## config.mk

```make
export PLATFORM = sky130hd
export DESIGN_NAME = sdram_bank_scheduler
export DESIGN_NICKNAME = d
export VERILOG_FILES = /design/src/rtl/sdram_bank_scheduler.sv
export SDC_FILE = /design/constraint.sdc
export NUM_CORES = 1
export LEC_CHECK = 0
export CAP_MARGIN = 5
export CORE_ASPECT_RATIO = 0.8
export CORE_UTILIZATION = 61
export DETAILED_ROUTE_END_ITERATION = 8
export PLACE_DENSITY_LB_ADDON = 0.12
export SLEW_MARGIN = 10
export SYNTH_ARGS = -nofsm -noshare
export SYNTH_HDL_FRONTEND = slang
export SYNTH_SLANG_ARGS = --single-unit
```

## constraint.sdc

```tcl
create_clock -name clk -period 5.3 [get_ports clk]
set_input_delay 0.53 -clock clk [delete_from_list [all_inputs] [get_ports clk]]
set_output_delay 0.53 -clock clk [all_outputs]
set_load 0.02 [all_outputs]
```

## src/rtl/sdram_bank_scheduler.sv

```systemverilog
// Upstream scheduler for two interleaved SDRAM bank controllers: per-bank request FIFOs,
// one issue per bank per 8-cycle period, and tagged read returns in per-bank issue order.
module sdram_bank_scheduler #(
  parameter int ADDR_DEPTH = 23,
  parameter int QDEPTH     = 4,
  parameter int TAG_W      = 4
) (
  input  logic                  clk,
  input  logic                  rst_n,
  input  logic                  req_valid,
  output logic                  req_ready,
  input  logic                  req_wr,
  input  logic [ADDR_DEPTH:0]   req_addr,
  input  logic [7:0]            req_wdata,
  input  logic [TAG_W-1:0]      req_tag,
  input  logic                  hold,
  output logic                  rsp_valid,
  output logic [7:0]            rsp_data,
  output logic [TAG_W-1:0]      rsp_tag,
  output logic                  rsp_bank,
  output logic [2:0]            cycle,
  output logic                  bank_en,
  output logic [ADDR_DEPTH-1:0] b0_addr,
  output logic                  b0_rd,
  output logic                  b0_wr,
  output logic [7:0]            b0_wdata,
  input  logic [7:0]            b0_rdata,
  output logic [ADDR_DEPTH-1:0] b1_addr,
  output logic                  b1_rd,
  output logic                  b1_wr,
  output logic [7:0]            b1_wdata,
  input  logic [7:0]            b1_rdata,
  output logic                  idle
);

  localparam int PW = (QDEPTH > 1) ? $clog2(QDEPTH) : 1;
  localparam int CW = PW + 1;

  typedef struct packed {
    logic                  wr;
    logic [ADDR_DEPTH-1:0] addr;
    logic [7:0]            wdata;
    logic [TAG_W-1:0]      tag;
  } entry_t;

  entry_t                fifo_mem [2][QDEPTH];
  logic [PW-1:0]         wr_ptr   [2];
  logic [PW-1:0]         rd_ptr   [2];
  logic [CW-1:0]         count    [2];
  logic [1:0]            push;
  logic [1:0]            pop;
  logic [1:0]            empty;
  logic                  sel;
  entry_t                entry_in;

  logic [ADDR_DEPTH-1:0] iss_addr  [2];
  logic [7:0]            iss_wdata [2];
  logic [TAG_W-1:0]      iss_tag   [2];
  logic [1:0]            iss_rd;
  logic [1:0]            iss_wr;

  logic [1:0]            p0_rd;
  logic [1:0]            p1_rd;
  logic [TAG_W-1:0]      p0_tag [2];
  logic [TAG_W-1:0]      p1_tag [2];

  assign sel      = req_addr[ADDR_DEPTH];
  assign entry_in = {req_wr, req_addr[ADDR_DEPTH-1:0], req_wdata, req_tag};

  // Ready looks only at the addressed bank's occupancy, before any same-cycle pop.
  assign req_ready = (count[sel] != CW'(QDEPTH));

  always_comb begin
    for (int b = 0; b < 2; b++) begin
      empty[b] = (count[b] == '0);
      push[b]  = req_valid && req_ready && (sel == b[0]);
      pop[b]   = (cycle == 3'd6) && !hold && !empty[b];
    end
  end

  always_ff @(posedge clk) begin
    for (int b = 0; b < 2; b++) begin
      if (push[b]) fifo_mem[b][wr_ptr[b]] <= entry_in;
    end
  end

  always_ff @(posedge clk or negedge rst_n) begin
    if (!rst_n) begin
      cycle     <= '0;
      bank_en   <= 1'b0;
      iss_rd    <= '0;
      iss_wr    <= '0;
      p0_rd     <= '0;
      p1_rd     <= '0;
      rsp_valid <= 1'b0;
      rsp_data  <= '0;
      rsp_tag   <= '0;
      rsp_bank  <= 1'b0;
      for (int b = 0; b < 2; b++) begin
        wr_ptr[b]    <= '0;
        rd_ptr[b]    <= '0;
        count[b]     <= '0;
        iss_addr[b]  <= '0;
        iss_wdata[b] <= '0;
        iss_tag[b]   <= '0;
        p0_tag[b]    <= '0;
        p1_tag[b]    <= '0;
      end
    end else begin
      cycle     <= cycle + 3'd1;
      bank_en   <= 1'b1;
      rsp_valid <= 1'b0;
      for (int b = 0; b < 2; b++) begin
        if (push[b]) wr_ptr[b] <= wr_ptr[b] + PW'(1);
        if (pop[b])  rd_ptr[b] <= rd_ptr[b] + PW'(1);
        if (push[b] && !pop[b])      count[b] <= count[b] + CW'(1);
        else if (pop[b] && !push[b]) count[b] <= count[b] - CW'(1);

        if (cycle == 3'd6) begin
          if (pop[b]) begin
            iss_addr[b]  <= fifo_mem[b][rd_ptr[b]].addr;
            iss_wdata[b] <= fifo_mem[b][rd_ptr[b]].wdata;
            iss_tag[b]   <= fifo_mem[b][rd_ptr[b]].tag;
            iss_rd[b]    <= !fifo_mem[b][rd_ptr[b]].wr;
            iss_wr[b]    <= fifo_mem[b][rd_ptr[b]].wr;
          end else begin
            iss_rd[b] <= 1'b0;
            iss_wr[b] <= 1'b0;
          end
        end else if (cycle == 3'd7) begin
          // Strobes drop as the op enters the in-flight pipe; writes travel as rd=0.
          iss_rd[b] <= 1'b0;
          iss_wr[b] <= 1'b0;
          p0_rd[b]  <= iss_rd[b];
          p0_tag[b] <= iss_tag[b];
          p1_rd[b]  <= p0_rd[b];
          p1_tag[b] <= p0_tag[b];
        end
      end

      // Bank data for a read issued two periods back is stable for the whole period.
      if (cycle == 3'd0 && p1_rd[0]) begin
        rsp_valid <= 1'b1;
        rsp_data  <= b0_rdata;
        rsp_tag   <= p1_tag[0];
        rsp_bank  <= 1'b0;
      end
      if (cycle == 3'd1 && p1_rd[1]) begin
        rsp_valid <= 1'b1;
        rsp_data  <= b1_rdata;
        rsp_tag   <= p1_tag[1];
        rsp_bank  <= 1'b1;
      end
    end
  end

  assign b0_addr  = iss_addr[0];
  assign b0_rd    = iss_rd[0];
  assign b0_wr    = iss_wr[0];
  assign b0_wdata = iss_wdata[0];
  assign b1_addr  = iss_addr[1];
  assign b1_rd    = iss_rd[1];
  assign b1_wr    = iss_wr[1];
  assign b1_wdata = iss_wdata[1];

  assign idle = bank_en && (empty == 2'b11) && (p0_rd == 2'b00) && (p1_rd == 2'b00)
                && (iss_rd == 2'b00) && (iss_wr == 2'b00);

endmodule

```

==> summary.md, run 1 <==
• clk sink count: 414
• chain of cells forming the critical path: nor3_1, nand4_1, nor4b_1, clkdlybuf4s50_1
• synthesis warning total: 0
• fraction of synthesis flops using an asynchronous set or reset pin: 30.43%
• remaining max-slew budget at the tightest pin: 21.22%
• hold buffer count at CTS: 0
• post-synthesis net count: 786
• number of failing setup endpoints in the final timing report: 0
• Period minus WS final: 3219 ps
• number of design rule violations left after detail routing: 0
• post-synthesis sequential area ratio: 75.41%
• number of nets with antenna violations after detailed routing: 0
• post-cts resize count: 0
• top-area cell type share of the netlist area: 55.26%
• fin area: 18,660 sq um
• wire length of the first global-routing pass: 45,750 um
• worst slack on hold paths: 50.14 ps
• post-CTS clock slew at the launch and capture registers of the worst setup and hold paths: 60 ps
• initial cell density of the core: 61.99%
• Worst Path Buf+Inv: 1
• floorplan die width: 181.1 um
• Final Hold Viols: 0
• Post-CTS Setup Inserts: 0
• Max Cap Violations: 0
• Data arrival, critical path: 2690 ps
• cell taking the most area after synthesis: sky130_fd_sc_hd__edfxtp_1
• placed inst area: 17,330 sq um
• non-filler cells in the finished layout: 1,231
• Overall Power: 10,210 uW
• most used flip-flop cell after synthesis: sky130_fd_sc_hd__edfxtp_1
• worst supply voltage drop on vdd: 0.0003780 V
• stage delay of the slowest cell on the critical path: 670 ps
• critical path startpoint: count[3]
• vias in the first global route: 7,910
• Fmax achieved: 310.7 MHz
• clock root cell: sky130_fd_sc_hd__clkbuf_16
• Routed Wire Length: 28,950 um
• largest driver fanout on the critical path: 4
• detailed-router iteration count before antenna repair: 4
• worst reg2reg startpoint: cycle[0]
• startpoint-to-endpoint class of the critical path: register to output port
• Total Neg Setup Slack: 0 ps
• clock buffer count from CTS: 40
• overall overflow remaining after global route: 0
• initial antenna violation count: 1
• H-tree levels: 2
• layout overhead on the synthesized area: 19.25%
• total routing usage reported by global routing: 23.21%
• Least-Margin Pin Slew: 1182 ps
• final routed wire length divided by cell count: 23.52 um
• largest cells by area after synthesis: sky130_fd_sc_hd__edfxtp_1 (55%), sky130_fd_sc_hd__dfrtp_1 (20%), sky130_fd_sc_hd__mux2_2 (8.5%), sky130_fd_sc_hd__mux4_2 (8.3%), sky130_fd_sc_hd__mux4_1 (2.4%)
• Final Cycle Share: 60.74%
• Clock Skew: 20.71 ps
• run status: complete, no violations
• share of post-route cells with drive strength above 1: 28.67%
• Placed Cells: 1,157
• Net count, final: 949
• synth unique cells: 35
• die height: 145.3 um
• I/O Pins: 143
• clock tree from TritonCTS: done
• overall via count from detail_route: 7,240
• FF+latch count, synth: 414
• required time worst endpoint: 4770 ps
• Synth Cell Area: 15,650 sq um
• RSZ-0062 raised after global routing: false
• type of destination of the critical path: output port
• die area: 26,300 sq um
• flip-flop and latch area: 11,810 sq um
• number of filler cells placed in the layout: 1,428
• Worst path top cell family by delay: simple AND/OR/NAND/NOR gates
• Antenna diodes: 0
• Bufs on Longest Clock Path: 3
• number of synthesized flops with an enable pin: 288
• Slew Viols, Final: 0
• final weighted congestion in routability-driven placement: 0.7220
• slowest cell on the critical path: sky130_fd_sc_hd__clkdlybuf4s50_1
• I/O Buffers: 142
• clock insertion delay at the later pin of the skew report: 530 ps
• combined area of the multi-input logic cells: 3627 sq um
• mean instance size in the synthesized netlist: 21.98 sq um
• classification of the worst-slack hold path: input port to asynchronous set/reset pin
• element type at the critical path start: register
• core box area: 25,240 sq um
• row count: 52
• leakage power: 0.006595 uW
• power per standard cell area: 547.3 nW/um^2
• maximum number of pins on one net before global-route repair: 83
• Syn Inst Count: 712
• Vias/cell: 5.881
• DP Wirelength: 16,670 um
• violation count after the first detailed-routing iteration: 485
-- cells in the mapped netlist, types with 4 or more instances --
library cell               instances
sky130_fd_sc_hd__clkbuf_1          4
sky130_fd_sc_hd__buf_2             8
sky130_fd_sc_hd__xnor2_1           6
sky130_fd_sc_hd__buf_6            12
sky130_fd_sc_hd__edfxtp_1        288
sky130_fd_sc_hd__nand2_1           6
sky130_fd_sc_hd__xor2_1            6
sky130_fd_sc_hd__dfrtp_1         126
sky130_fd_sc_hd__mux4_2           58
sky130_fd_sc_hd__and2_1            9
sky130_fd_sc_hd__nor2_1            4
sky130_fd_sc_hd__inv_1             8
sky130_fd_sc_hd__mux4_1           14
sky130_fd_sc_hd__mux2_2          118
sky130_fd_sc_hd__ha_1             15
-- flip-flops by register name (all words and copies together), names as in the netlist, 2 cells and up --
register  cells
wr_ptr        4
p1_rd         2
b1_addr      23
cycle         3
iss_wr        2
rsp_data      8
p1_tag        8
fifo_mem    288
b0_addr      23
iss_rd        2
rd_ptr        4
rsp_tag       4
p0_tag        8
iss_tag       8
b0_wdata      8
p0_rd         2
count         6
b1_wdata      8
-- metrics by stage --
| step | utilization [%] | worst slack (ps) |
|---|---|---|
| 2_1_floorplan | - | 2755 |
| 3_5_place_dp | 68.66 | 2227 |
| 3_3_place_gp | 68.66 | 2314 |
| 4_1_cts | 73.91 | 2055 |
| 6_report | 73.93 | 2081 |
| 5_1_grt | 73.93 | 1910 |
-- power breakdown --
part           total (uW)  internal, uW  switching, uW  leakage (uW)
sequential           4740          4190            553       0.00411
clock                2830          1690           1140      0.000646
combinational        2640          1480           1160       0.00184
-- layout make-up --
class	count	area share, %
Tap cell	324	2.172
Sequential cell	414	63.26
Multi-Input combinational cell	262	19.44
Timing Repair Buffer	147	7.824
Inverter	10	0.2011
Clock buffer	62	6.349
Clock inverter	12	0.7576
-- cell usage in the layout, fill, tap and decap left out, types with 3 or more instances in the layout --
| cell | instances |
|---|---|
| sky130_fd_sc_hd__mux4_2 | 58 |
| sky130_fd_sc_hd__inv_1 | 8 |
| sky130_fd_sc_hd__and2_2 | 8 |
| sky130_fd_sc_hd__nor4b_1 | 3 |
| sky130_fd_sc_hd__buf_4 | 5 |
| sky130_fd_sc_hd__nor2_1 | 4 |
| sky130_fd_sc_hd__bufinv_16 | 3 |
| sky130_fd_sc_hd__mux2_2 | 118 |
| sky130_fd_sc_hd__clkinv_2 | 3 |
| sky130_fd_sc_hd__dfrtp_1 | 122 |
| sky130_fd_sc_hd__clkbuf_1 | 13 |
| sky130_fd_sc_hd__ha_1 | 15 |
| sky130_fd_sc_hd__xnor2_1 | 6 |
| sky130_fd_sc_hd__xor2_1 | 6 |
| sky130_fd_sc_hd__clkbuf_8 | 8 |
| sky130_fd_sc_hd__clkbuf_16 | 41 |
| sky130_fd_sc_hd__dfrtp_2 | 4 |
| sky130_fd_sc_hd__nand2_1 | 6 |
| sky130_fd_sc_hd__mux4_1 | 14 |
| sky130_fd_sc_hd__clkinv_1 | 3 |
| sky130_fd_sc_hd__clkdlybuf4s50_1 | 141 |
| sky130_fd_sc_hd__edfxtp_1 | 288 |
-- worst paths after layout --
| path | to | slack [ps] | depth (start not counted) |
|---|---|---|---|
| max | idle | 2080 | 4 |
| min | b0_addr[3] | 50 | 1 |
| max reg2reg | count[4] | 2470 | 10 |
| min reg2reg | iss_tag[5] | 500 | 1 |
| max in group asynchronous | b0_addr[2] | 4000 | 2 |
| min in group clk | iss_tag[5] | 500 | 1 |
-- logic make-up (layout without fill, tap and decap cells) --
| logic type | Yosys count | after routing | share of synthesized area [%] |
|---|---|---|---|
| xor gates and xnor gates | 12 | 12 | 0.6716 |
| and+or+nand+nor | 33 | 33 | 1.407 |
| buffers and inverters | 36 | 231 | 1.503 |
| AOI/OAI and AO/OA | 9 | 9 | 0.3438 |
| DFF | 414 | 414 | 75.41 |
| other | 1 | 1 | 0.02396 |
| adders and majority gates | 17 | 17 | 1.455 |
| muxes | 190 | 190 | 19.19 |
-- layer usage --
| layer | GRT usage, % | wire, um |
|---|---|---|
| met1 | 33.62 | 12720 |
| met2 | 37.40 | 14440 |
| met3 | 3.815 | 1368 |
| met4 | 6.144 | 401 |
| met5 | 0 | 17 |
-- worst reg2reg max path, stage by stage, from the launching register on --
cell and delay, ps:
sky130_fd_sc_hd__dfrtp_1 420, sky130_fd_sc_hd__inv_1 120, sky130_fd_sc_hd__ha_1 200, sky130_fd_sc_hd__nand2_2 130, sky130_fd_sc_hd__nor3_4 190, sky130_fd_sc_hd__buf_4 530, sky130_fd_sc_hd__inv_2 130, sky130_fd_sc_hd__ha_1 240
sky130_fd_sc_hd__inv_1 80, sky130_fd_sc_hd__fa_1 420, sky130_fd_sc_hd__mux2_2 270
Power figures use the tool's default switching activity.
==> run 2, diff against run 1 <==
--- a/config.mk
+++ b/config.mk
@@ -7,7 +7,7 @@
 export LEC_CHECK = 0
 export CAP_MARGIN = 5
 export CORE_ASPECT_RATIO = 0.8
-export CORE_UTILIZATION = 61
+export CORE_UTILIZATION = 52
 export DETAILED_ROUTE_END_ITERATION = 8
 export PLACE_DENSITY_LB_ADDON = 0.12
 export SLEW_MARGIN = 10
==> constraint.sdc (replaced) <==
create_clock -name clk -period 2.9 [get_ports clk]
set_input_delay 0.29 -clock clk [delete_from_list [all_inputs] [get_ports clk]]
set_output_delay 0.29 -clock clk [all_outputs]
set_load 0.02 [all_outputs]
==> run 2 against run 1 <==
Compared with the run above:
- final area increased by 1.5%
- worst setup slack got worse by 1900 ps
- clock skew decreased by 12 ps
- sequential share of layout area decreased by 0.95 points
- count of clock-buffer cells in the layout decreased by 7
- total power increased by 83%
- die area increased by 17%
- critical endpoint unchanged
- largest power group unchanged
- highest routed layer is now met4
==> summary.md, run 2 (synthesized netlist as in run 1, its figures left out) <==
• Period minus WS final: 2739 ps
• highest-count cells in the layout ignoring fill and taps: sky130_fd_sc_hd__edfxtp_1 (288), sky130_fd_sc_hd__clkdlybuf4s50_1 (141), sky130_fd_sc_hd__dfrtp_1 (122)
• overall via count from detail_route: 7,304
• clk sink count: 414
• max reg flops: 288
• worst supply voltage drop on vdd: 0.0005515 V
• type of destination of the critical path: output port
• Fmax achieved: 365.1 MHz
• overall overflow remaining after global route: 0
• core box area: 29,430 sq um
• layout overhead on the synthesized area: 21.07%
• power per standard cell area: 986.4 nW/um^2
• number of design rule violations left after detail routing: 0
• required time worst endpoint: 2610 ps
• Bufs on Longest Clock Path: 3
• Vias/cell: 5.623
• Final Cycle Share: 94.44%
• Slew Viols, Final: 0
• Antenna diodes: 0
• total routing usage reported by global routing: 20.38%
• R2R cell count: 9
• RSZ-0062 raised after global routing: false
• placed inst area: 17,660 sq um
• floorplan die width: 196.0 um
• final weighted congestion in routability-driven placement: 0.7546
• startpoint-to-endpoint class of the critical path: register to output port
• number of nets with antenna violations after detailed routing: 0
• leakage power: 0.006697 uW
• final cell utilization of the core: 64.39%
• maximum number of pins on one net before global-route repair: 57
• clock tree from TritonCTS: done
• clock insertion delay at the later pin of the skew report: 510 ps
• Max Cap Violations: 0
• Data arrival, critical path: 2450 ps
• element type at the critical path start: register
• post-cts resize count: 0
• run status: complete, no violations
• Clock Skew: 8.591 ps
• leading cell type in the layout, fill and taps excluded: sky130_fd_sc_hd__edfxtp_1
• final routed wire length divided by cell count: 22.83 um
• clock buffer count from CTS: 40
• largest driver fanout on the critical path: 4
• Overall Power: 18,690 uW
• H-tree levels: 2
• die area: 30,800 sq um
• I/O Buffers: 142
• initial antenna violation count: 0
• initial cell density of the core: 53.18%
• Net count, final: 966
• I/O Pins: 143
• Total Neg Setup Slack: 0 ps
• violation count after the first detailed-routing iteration: 497
• remaining max-slew budget at the tightest pin: 32.75%
• die height: 157.2 um
• Post-CTS Setup Inserts: 0
• vias in the first global route: 8,009
• hold buffer count at CTS: 1
• DP Wirelength: 17,520 um
• Least-Margin Pin Slew: 1009 ps
• classification of the worst-slack hold path: input port to asynchronous set/reset pin
• row count: 56
• detailed-router iteration count before antenna repair: 4
• Placed Cells: 1,226
• clock root cell: sky130_fd_sc_hd__clkbuf_16
• fin area: 18,950 sq um
• Final Hold Viols: 0
• non-filler cells in the finished layout: 1,299
• post-CTS clock slew at the launch and capture registers of the worst setup and hold paths: 60 ps
• wire length of the first global-routing pass: 46,680 um
• number of failing setup endpoints in the final timing report: 0
• share of post-route cells with drive strength above 1: 29.07%
• Routed Wire Length: 29,650 um
[run 2: worst max-delay path, stage by stage (launching register included)]
cell	delay, ps
sky130_fd_sc_hd__dfrtp_1	410
sky130_fd_sc_hd__nor4_1	370
sky130_fd_sc_hd__nand4_1	160
sky130_fd_sc_hd__nor4b_1	320
sky130_fd_sc_hd__clkdlybuf4s50_1	670
[run 2: report_power, final]
group | internal [uW] | total [uW] | switching, uW | leakage, uW
Sequential | 7640 | 8540 | 895 | 0.00411
Combinational | 2830 | 5100 | 2270 | 0.00196
Clock | 3020 | 5050 | 2030 | 0.000624
Total | 13500 | 18700 | 5200 | 0.00670
[run 2: path summary, 6_finish.rpt]
kind | slack, ps | start | end
max | 160 | p1_rd[1] | idle
max reg2reg | 670 | cycle[0] | count[4]
max in group asynchronous | 1820 | rst_n | b0_addr[13]
min in group clk | 500 | count[5] | count[5]
min | 310 | rst_n | b0_wdata[4]
min reg2reg | 500 | count[5] | count[5]
[run 2: metal layers]
metal | global-route usage, % | up-vias | wire length (um)
li1 | - | 3199 | -
met1 | 28.82 | 3833 | 12300
met2 | 33.88 | 223 | 14700
met3 | 2.828 | 49 | 2075
met4 | 5.283 | 0 | 575
met5 | 0 | - | 0
[run 2: layout make-up]
class	count	area, sq um
clock buffer	55	1109
clock inverter	17	172.7
fill	1973	10480
timing repair buffer	164	1728
multi-input combinational	262	3623
tap	377	471.7
sequential	414	11810
inverter	10	37.54
[run 2: per-stage QoR]
| stage | hold slack [ps] | worst slack (ps) |
|---|---|---|
| 2_1_floorplan | -5.591 | 354.7 |
| 3_3_place_gp | 280.8 | 658.5 |
| 5_1_grt | 351.4 | 48.75 |
| 3_5_place_dp | 287.7 | 595.6 |
| 4_1_cts | 311.7 | 92.15 |
| 6_report | 310.0 | 161.2 |
